File: config.mk
export PLATFORM = sky130hd
export DESIGN_NAME = fir_decim_requant
export DESIGN_NICKNAME = d
export VERILOG_FILES = /design/src/rtl/fir_decim_requant.sv
export SDC_FILE = /design/constraint.sdc
export NUM_CORES = 1
export LEC_CHECK = 0
export CAP_MARGIN = 15
export CORE_ASPECT_RATIO = 1.75
export CORE_MARGIN = 2
export CORE_UTILIZATION = 51
export CTS_CLUSTER_SIZE = 24
export DETAILED_ROUTE_END_ITERATION = 8
export GPL_TIMING_DRIVEN = 0
export PLACE_DENSITY = 0.71
export SKIP_CTS_REPAIR_TIMING = 1
export SLEW_MARGIN = 0
export SYNTH_ARGS = -nofsm -noshare
export SYNTH_HDL_FRONTEND = slang
export SYNTH_SLANG_ARGS = --single-unit
File: constraint.sdc
create_clock -name clk -period 4.83 [get_ports clk]
set_clock_uncertainty 0.2 [all_clocks]
set_input_delay 0.483 -clock clk [delete_from_list [all_inputs] [get_ports clk]]
set_output_delay 0.483 -clock clk [all_outputs]
set_load 0.03 [all_outputs]
File: src/rtl/fir_decim_requant.sv
// Post-FIR stage: drops the filter start-up transient, decimates, rounds and
// saturates each kept sample to OUT_WIDTH bits, and buffers the results in a
// first-word-fall-through FIFO for a back-pressuring consumer.
//
// Handshake: a word transfers on a rising edge where out_valid and out_ready
// are both high. out_valid depends only on FIFO occupancy, and out_data holds
// the FIFO head steady until it is popped.
module fir_decim_requant #(
  parameter int IN_WIDTH   = 32,
  parameter int OUT_WIDTH  = 16,
  parameter int SHIFT      = 10,
  parameter int DECIM      = 4,
  parameter int WARMUP     = 39,
  parameter int FIFO_DEPTH = 8   // power of two, at least 2
) (
  input  logic                 clk,
  input  logic                 rst,
  input  logic                 in_valid,
  input  logic [IN_WIDTH-1:0]  din,
  input  logic                 clr,
  output logic [OUT_WIDTH-1:0] out_data,
  output logic                 out_valid,
  input  logic                 out_ready,
  output logic                 sat_seen,
  output logic                 ovf,
  output logic [0:0]           dbg_state
);

  localparam logic [0:0] S_WARMUP = 1'b0;
  localparam logic [0:0] S_RUN    = 1'b1;

  localparam int WCW = (WARMUP > 0) ? $clog2(WARMUP + 1) : 1;
  localparam int PW  = (DECIM > 1) ? $clog2(DECIM) : 1;
  localparam int AW  = $clog2(FIFO_DEPTH);
  localparam int CW  = $clog2(FIFO_DEPTH + 1);

  // Rounding offset and clamp limits, expressed at the widened add width.
  localparam logic signed [IN_WIDTH:0] HALF = {{IN_WIDTH{1'b0}}, 1'b1} << (SHIFT - 1);
  localparam logic signed [IN_WIDTH:0] QMAX = (IN_WIDTH+1)'((1 << (OUT_WIDTH - 1)) - 1);
  localparam logic signed [IN_WIDTH:0] QMIN = ~QMAX;

  logic [0:0]     state;
  logic [WCW-1:0] warm_cnt;
  logic [WCW-1:0] warm_nxt;
  logic [PW-1:0]  phase;
  logic           keep;

  assign dbg_state = state;
  assign warm_nxt  = warm_cnt + 1'b1;
  assign keep      = in_valid & (state == S_RUN) & (phase == '0);

  // Warm-up counting and decimation phase; frozen while in_valid is low.
  always_ff @(posedge clk or posedge rst) begin
    if (rst) begin
      state    <= (WARMUP == 0) ? S_RUN : S_WARMUP;
      warm_cnt <= '0;
      phase    <= '0;
    end else if (in_valid) begin
      if (state == S_WARMUP) begin
        warm_cnt <= warm_nxt;
        if (warm_nxt == WCW'(WARMUP)) state <= S_RUN;
      end else begin
        phase <= (phase == PW'(DECIM - 1)) ? '0 : phase + 1'b1;
      end
    end
  end

  logic signed [IN_WIDTH:0] t;
  logic signed [IN_WIDTH:0] q;
  logic [OUT_WIDTH-1:0]     q_sat;
  logic                     clamp;

  // Round half toward +inf, then clamp to the signed output range.
  always_comb begin
    t     = $signed({din[IN_WIDTH-1], din}) + HALF;
    q     = t >>> SHIFT;
    clamp = 1'b0;
    q_sat = q[OUT_WIDTH-1:0];
    if (q > QMAX) begin
      q_sat = QMAX[OUT_WIDTH-1:0];
      clamp = 1'b1;
    end else if (q < QMIN) begin
      q_sat = QMIN[OUT_WIDTH-1:0];
      clamp = 1'b1;
    end
  end

  logic                 r_valid;
  logic [OUT_WIDTH-1:0] r_data;

  // Stage R: registers the requantised kept sample.
  always_ff @(posedge clk or posedge rst) begin
    if (rst) begin
      r_valid <= 1'b0;
      r_data  <= '0;
    end else begin
      r_valid <= keep;
      if (keep) r_data <= q_sat;
    end
  end

  logic [OUT_WIDTH-1:0] mem [FIFO_DEPTH];
  logic [AW-1:0]        wptr;
  logic [AW-1:0]        rptr;
  logic [CW-1:0]        count;
  logic                 full;
  logic                 pop;
  logic                 push;

  assign full      = (count == CW'(FIFO_DEPTH));
  assign out_valid = (count != '0);
  assign pop       = out_valid & out_ready;
  // A pop in the same cycle frees the slot, so a full FIFO still accepts.
  assign push      = r_valid & (~full | pop);
  assign out_data  = out_valid ? mem[rptr] : '0;

  // FIFO storage; contents are don't-care until written.
  always_ff @(posedge clk) begin
    if (push) mem[wptr] <= r_data;
  end

  // FIFO pointers and occupancy.
  always_ff @(posedge clk or posedge rst) begin
    if (rst) begin
      wptr  <= '0;
      rptr  <= '0;
      count <= '0;
    end else begin
      if (push) wptr <= wptr + 1'b1;
      if (pop)  rptr <= rptr + 1'b1;
      count <= count + CW'(push) - CW'(pop);
    end
  end

  // Sticky flags; a set event in the same cycle as clr wins.
  always_ff @(posedge clk or posedge rst) begin
    if (rst) begin
      sat_seen <= 1'b0;
      ovf      <= 1'b0;
    end else begin
      if (keep & clamp) sat_seen <= 1'b1;
      else if (clr)     sat_seen <= 1'b0;
      if (r_valid & full & ~pop) ovf <= 1'b1;
      else if (clr)              ovf <= 1'b0;
    end
  end

endmodule

# After elaboration in Yosys (flattened, before gate mapping)
# Memory sizes are Yosys's and may differ from the RTL's.
# Cells that the tools add are included.
# Widths: inputs -> output; s select.
word_totals:
  ramBits: 128
  mem_count: 1
  ff_bits: 38
  input_bits: 37
  elab_cells: 53
  out_inout_bits: 20
memory_table:
  columns: ["name", "words", "word_bits", "rd", "rd_ports_with_merged_regs", "wr", "line_no", "source"]
  rows:
  - ["mem", 8, 16, 1, 0, 1, "102", "logic [OUT_WIDTH-1:0] mem [FIFO_DEPTH];"]
op_classes:
  eq_ne: 3
  addsub: 7
  n_bitwise: 11
  muxes: 13
  order_cmp: 2
  reduce_logical: 6
op_table:
  columns: ["cell", "count"]
  rows:
  - ["$mux 16", 3]
  - ["$add 32x11->33 const B", 1]
  - ["$gt 23x16->1 const B", 1]
  - ["$lt 23x16->1 const B", 1]
  - ["$mux 1", 9]
  - ["$and 1x1->1", 7]
  - ["$add 3x1->3 const B", 2]
  - ["$add 6x1->6 const B", 1]
  - ["$eq 6x6->1 const B", 1]
  - ["$add 4x1->4", 1]
  - ["$eq 4x4->1 const B", 1]
  - ["$reduce_and 2->1", 2]
  - ["$reduce_bool 2->1", 2]
  - ["$reduce_bool 4->1", 1]
  - ["$sub 4x1->4", 1]
  - ["$not 1->1", 3]
  - ["$add 2x1->2 const B", 1]
  - ["$eq 2x2->1 const B", 1]
  - ["$logic_not 2->1", 1]
  - ["$mux 2", 1]
  - ["$or 1x1->1", 1]

# Depth between registers and ports, before layout
# Gate-level depths: netlist of the first run.
depth:
  ltp_word: 6
  ltp_mapped: 13
  depth_no_buf: 12

# Worst setup path after synthesis of the first run
# Ideal clock, no wire load.
synth_timing:
  path_kind: "register to register"
  startpoint: "register count[2]"
  endpoint: "memory mem[0][0], enable pin"
  t_arrival_ps: 2327
  stages_incl_launch_ff: 7
  setup_ps: 409
  slack_ps: 1894
  path_cell_list: "dfrtp_1 inv_1 ha_1 nand2b_1 a31oi_1 nand2b_1 nor3_1"
synth_via:
  elab_chain_len: 6
synth_rtl:
  columns: ["element", "line_no", "source"]
  rows:
  - ["from (decl)", "105", "logic [CW-1:0] count;"]
  - ["from (signal assigned)", "131", "count <= count + CW'(push) - CW'(pop);"]
  - ["$reduce_bool 4->1 or $eq 4x4->1 (tied branches)", "111, 110", null]
  - ["$and 1x1->1 or $not 1->1 (tied branches)", "112, 114", null]
  - ["$or 1x1->1 (*)", "114", "assign push = r_valid & (~full | pop);"]
  - ["$and 1x1->1 (*)", "114", null]
  - ["$mux 1 (*)", "119", "if (push) mem[wptr] <= r_data;"]
  - ["$mux 1 (not written as such) (*)", "119", null]
  - ["to (decl)", "102", null]
# Mark *: on every way between the ends. The rest lies on a longest branch, timed or not.

# Worst setup path in the final report of the first run
layout_timing:
  startpoint: "register rptr[2]"
  endpoint: "output port out_data[14]"
layout_via:
  elab_chain_len: 2
layout_rtl:
  columns: ["element", "line_no", "source"]
  rows:
  - ["from (decl)", "104", "logic [AW-1:0] rptr;"]
  - ["from (signal assigned)", "130", "if (pop) rptr <= rptr + 1'b1;"]
  - ["$mem_v2 8x16", null, null]
  - ["$mux 16", "115", "assign out_data = out_valid ? mem[rptr] : '0;"]
  - ["to (decl)", "21", "output logic [OUT_WIDTH-1:0] out_data,"]
# Every way passes these cells.

==> impl_metrics.tcl, run 1 <==
set metrics [dict create \
    fmax_ghz 0.270 \
    ys_types 50 \
    detail_route.vias_per_cell 5.69 \
    route.detailed.drc 0 \
    synthArstFlopShare 0.229 \
    cp.arrival_ns 3.02 \
    startpoint_type "flip-flop" \
    wirelength_um 14000 \
    grt_antenna_before_repair 0 \
    insertion_delay_ns 0.41 \
    ioPinCount 57 \
    clkTransAtPathRegs_ns 0.06 \
    endpoint_kind "output port" \
    cts.sinks 166 \
    cts_tree "yes" \
    synth.avg_cell_area_um2 15.9 \
    p_comb_frac 0.322 \
    finalPower_w 0.00528 \
    yosys_warnings 0 \
    synth_nets 505 \
    cts_root_buf "clkbuf_16" \
    cts_buffers 17 \
    post-route-period-util 0.768 \
    synth_seq_area_share 0.662 \
    synth_cells 454 \
    synth_edf_count 128 \
    drv_cap 0 \
    grt_max_degree 39 \
    critPathKind "flip-flop to output port" \
    grt-ovfl-total 0 \
    final_common_cell "edfxtp_1" \
    grt_pass1_vias 4337 \
    synth.top_cell.area_share 0.531 \
    start_util 0.521 \
    clock_path_buffers 2 \
    io_buffers 47 \
    final_max_slew_viol_count 0 \
    intPower_w 0.00356 \
    die_y_um 162 \
    routabilityCongestion 0.860 \
    hold_slack_ns 0.270 \
    synth_area_leaders "edfxtp_1, dfrtp_1, mux4_2" \
    dieWidth_um 94.1 \
    maxSlewHeadroom 0.407 \
    synth-seq-cells 166 \
    crit_fanout 10 \
    dieArea_um2 15200 \
    p_seq_frac 0.406 \
    dominantRegCellSynth "edfxtp_1" \
    grtUsageTotal 0.201 \
    cts_max_level 4 \
    mostFrequentLayoutCells "edfxtp_1, clkdlybuf4s50_1, nand2_1" \
    powerDensity_nw_per_um2 607 \
    power.switching_w 0.00172 \
    area_growth_pct 20.2 \
    first_iter_violations 276 \
    outcome "completed" \
    routedWlPerCell_um 19.5 \
    hold_violations 0 \
    core_um2 13900 \
    setup_violations 0 \
    layout-drive-gt1-share 0.198 \
    vias 4085 \
    tns_ns 0 \
    firstDrtPassIters 4 \
    final_cell_area_um2 8700 \
    place_hpwl_um 10100 \
    rows 57 \
    yosysTopAreaCell "edfxtp_1" \
    swShare 0.325 \
    rsz0062_at_grt "no" \
    nets 579 \
    pwr-share-clk 0.272 \
    grt_pass1_wl_um 22500 \
    ant_nets 0 \
    num_antenna_cells 0 \
    post-route-min-period_ns 3.71 \
    min_path_type "flip-flop to flip-flop" \
    required_ns 4.15 \
    dpl_cell_area_um2 8060 \
    synth_area_um2 7240 \
    power.leakage_nw 3.11 \
    tightest_slew_ns 0.889 \
    ir_worst_vdd_uv 330 \
]
per-layer routing:
layer  vias to the layer above  track usage  wire (um)
met4                         0       0.0909        267
met3                        21       0.0336        474
met5                         -            0          0
met2                       109        0.369       8140
li1                       1896            -          -
met1                      2059        0.225       5110
Yosys cell counts (5+ instances only):
master and instances:
xor2_1 13, nor3_1 8, mux2i_1 17, nand3_1 14
inv_1 21, edfxtp_1 128, nand2b_1 5, xnor2_1 15
o311ai_2 9, nor2_1 32, nand4_1 7, clkbuf_1 10
ha_1 13, mux4_2 32, nand2_1 40, dfrtp_1 38
worst max-delay path: stages (launching register included):
cell and delay (ns):
dfrtp_1 0.32, buf_1 0.50, clkbuf_1 0.73, mux2i_1 0.21, nor2_1 0.16, clkdlybuf4s50_1 0.69
final timing paths:
path | startpoint | endpoint | slack [ns] | cells after the start
max in group asynchronous | rst | r_data[6] | 3.59 | 2
min in group asynchronous | rst | warm_cnt[1] | 0.33 | 2
hold / removal | warm_cnt[5] | warm_cnt[5] | 0.27 | 1
setup / recovery | rptr[2] | out_data[14] | 1.12 | 5
setup reg to reg | count[1] | count[1] | 1.84 | 12
hold reg to reg | warm_cnt[5] | warm_cnt[5] | 0.27 | 1
power by group through the flow:
stage | combinational (W) | clock (W) | sequential, W
4_1_cts | 0.00173 | 0.00146 | 0.00215
5_1_grt | 0.00187 | 0.00152 | 0.00218
3_5_place_dp | 0.00173 | 0 | 0.00217
3_3_place_gp | 0.00168 | 0 | 0.00214
2_1_floorplan | 0.00120 | 0 | 0.00208
6_report | 0.00170 | 0.00144 | 0.00215
kinds of logic after synthesis:
kind of cell / Yosys count / synth area share
flip-flops: 166 / 0.662
buffers and inverters: 38 / 0.0218
adder cells (fa/ha/maj): 14 / 0.0252
AND/OR/NAND/NOR: 124 / 0.0845
XOR/XNOR: 28 / 0.0339
AO/OA/AOI/OAI: 33 / 0.0461
multiplexers: 51 / 0.126
through the flow:
stage               worst slack (ns)  std cells  utilization
floorplan                       1.89        454            -
global placement               0.443        678        0.570
detailed placement              1.41        686        0.580
CTS                             1.05        718        0.626
global route                   0.920        718        0.626
finish                          1.12        718        0.626
flip-flops by register name, indices dropped and copies added (netlist names):
register	flops
count	4
dbg_state	1
mem	128
ovf	1
phase	2
r_data	16
r_valid	1
rptr	3
sat_seen	1
warm_cnt	6
wptr	3
layout make-up:
type / count / area [um2]
sequential: 166 / 4790
buffer: 16 / 75.1
tap: 177 / 221
timing repair buffer: 55 / 576
fill: 1038 / 5200
clock inverter: 15 / 215
clock buffer: 17 / 425
multi-input combinational: 250 / 2310
inverter: 22 / 82.6
(Power assumes the default switching activity.)
==> inputs of run 2 (changes only) <==
PLACE_DENSITY = 0.74   (was 0.71)
clock period = 3.35 ns   (was 4.83 ns; I/O delays follow)
==> run 2 against run 1 <==
Compared with the run above: count of clock-buffer cells in the layout grew 3; highest routed layer unchanged; non-clock buffer count is 2 lower; sequential power is 46% higher; cell count down 0.28%; largest power group unchanged; sequential cell count stayed put; clock power is 28% higher; total power increased by 40%; sequential share of layout area rose by 0.33 points; critical path type unchanged; utilization fell by 0.36 points; final area is 0.58% lower.
==> impl_metrics.tcl, run 2 (synthesized netlist as in run 1, its figures left out) <==
set metrics [dict create \
    outcome "completed" \
    final_common_cell "edfxtp_1" \
    post-route-period-util 0.955 \
    final_cell_area_um2 8650 \
    dpl_cell_area_um2 8070 \
    cts_tree "yes" \
    grt_antenna_before_repair 0 \
    final_max_slew_viol_count 0 \
    cts_max_level 4 \
    startpoint_type "flip-flop" \
    tightest_slew_ns 0.783 \
    routedWlPerCell_um 20.1 \
    crit_fanout 10 \
    hold_slack_ns 0.182 \
    detail_route.vias_per_cell 5.63 \
    nets 577 \
    reg_top3 "mem: 128 flops, r_data: 16 flops, warm_cnt: 6 flops" \
    critPathKind "flip-flop to output port" \
    finalPower_w 0.00742 \
    grtUsageTotal 0.210 \
    die_y_um 162 \
    layout_setup_ws_ns 0.151 \
    setup_violations 0 \
    dieArea_um2 15200 \
    start_util 0.521 \
    path_delay_family "buffers and inverters" \
    nFillCells 1021 \
    ir_worst_vdd_uv 542 \
    cp.arrival_ns 2.66 \
    grt_max_degree 39 \
    hold_violations 0 \
    maxSlewHeadroom 0.477 \
    fmax_ghz 0.313 \
    layout-drive-gt1-share 0.208 \
    required_ns 2.81 \
    mostFrequentLayoutCells "edfxtp_1, clkdlybuf4s50_1, nand2_1" \
    clkTransAtPathRegs_ns 0.06 \
    rsz0062_at_grt "no" \
    preCtsSetupSlack_ns 0.133 \
    rows 57 \
    cts_root_buf "clkbuf_16" \
    firstDrtPassIters 4 \
    power.leakage_nw 3.08 \
    cp_cell_sequence "clkbuf_1 > clkbuf_2 > mux4_2 > mux2i_1 > nor2_1 > clkdlybuf4s50_1" \
    cp_slowest_cell "clkdlybuf4s50_1" \
    insertion_delay_ns 0.41 \
    grt_pass1_wl_um 23300 \
    ioPinCount 57 \
    endpoint_kind "output port" \
    route.detailed.drc 0 \
    max_stage_delay_ns 0.60 \
    vias 4032 \
    core_um2 13900 \
    worst-path-buf-inv 3 \
    post-route-min-period_ns 3.20 \
    routabilityCongestion 0.857 \
    io_buffers 47 \
    place_hpwl_um 10400 \
    cts_buffers 17 \
    clock_path_buffers 2 \
    num_antenna_cells 0 \
    area_growth_pct 19.5 \
    first_iter_violations 330 \
    powerDensity_nw_per_um2 858 \
    min_path_type "input pin to async pin" \
    largest_reg_flops 128 \
    drv_cap 0 \
    regMostFlops "mem" \
    grt_pass1_vias 4333 \
    dieWidth_um 94.1 \
    ant_nets 0 \
    cts.sinks 166 \
    grt-ovfl-total 0 \
    wirelength_um 14400 \
]
[run 2: changes by cell type in the layout (fill, tap and decap cells not counted), sizes merged]
cell	previous run	this run
clkinvlp	0	6
clkinv	6	2
bufinv	4	1
clkbuf	27	29
inv	27	25
buf	14	13
[run 2: worst register-to-register path: cells and delay by family (launching register included)]
family	cells	cell delay [ns]
xor+xnor	1	0.14
flops	1	0.43
fa+ha+maj	3	0.84
buf+inv	5	0.72
simple gates	3	0.50
[run 2: path summary, 6_finish.rpt]
kind                             start      endpoint  slack (ns)  cells after the start
min in group clk           warm_cnt[5]   warm_cnt[5]        0.29                      1
max                            rptr[1]  out_data[12]        0.15                      6
min reg2reg                warm_cnt[5]   warm_cnt[5]        0.29                      1
max reg2reg                   count[1]      count[2]        0.40                     12
min                                rst     dbg_state        0.18                      2
max in group asynchronous          rst       rptr[0]        2.22                      2
[run 2: report_power, final]
| part | total (W) | switching, W | internal, W |
|---|---|---|---|
| clock network | 0.00185 | 0.000782 | 0.00107 |
| registers | 0.00313 | 0.000410 | 0.00272 |
| logic | 0.00243 | 0.00127 | 0.00116 |
| total | 0.00742 | 0.00247 | 0.00495 |
[run 2: cell type report]
| class | instances | area (um2) | share of cell area |
|---|---|---|---|
| inverter | 22 | 82.6 | 0.00954 |
| multi-input combinational | 250 | 2310 | 0.267 |
| tap | 177 | 221 | 0.0256 |
| timing repair buffer | 55 | 583 | 0.0674 |
| sequential | 166 | 4800 | 0.554 |
| buffer | 14 | 81.3 | 0.00940 |
| clock inverter | 12 | 119 | 0.0137 |
| clock buffer | 20 | 457 | 0.0528 |
[run 2: through the flow]
step / util / cells / setup TNS (ns)
after floorplan: - / 454 / 0
after global placement: 0.570 / 678 / -39.18
after detailed placement: 0.580 / 686 / 0
after CTS: 0.622 / 718 / -3.26
after global routing: 0.622 / 716 / 0
final: 0.622 / 716 / 0
[run 2: per-layer routing]
metal | up-vias | track usage | wire, um | part of all wire
met2 | 105 | 0.398 | 8490 | 0.59
met4 | 0 | 0.0758 | 270 | 0.019
li1 | 1879 | - | - | -
met3 | 17 | 0.0368 | 455 | 0.032
met5 | - | 0 | 0 | 0
met1 | 2031 | 0.228 | 5160 | 0.36
==> inputs of run 3 (changes only) <==
SLEW_MARGIN = not set   (was 0)
==> results of run 3 <==
Final layout, timing and power as in run 2 (identical DEF).
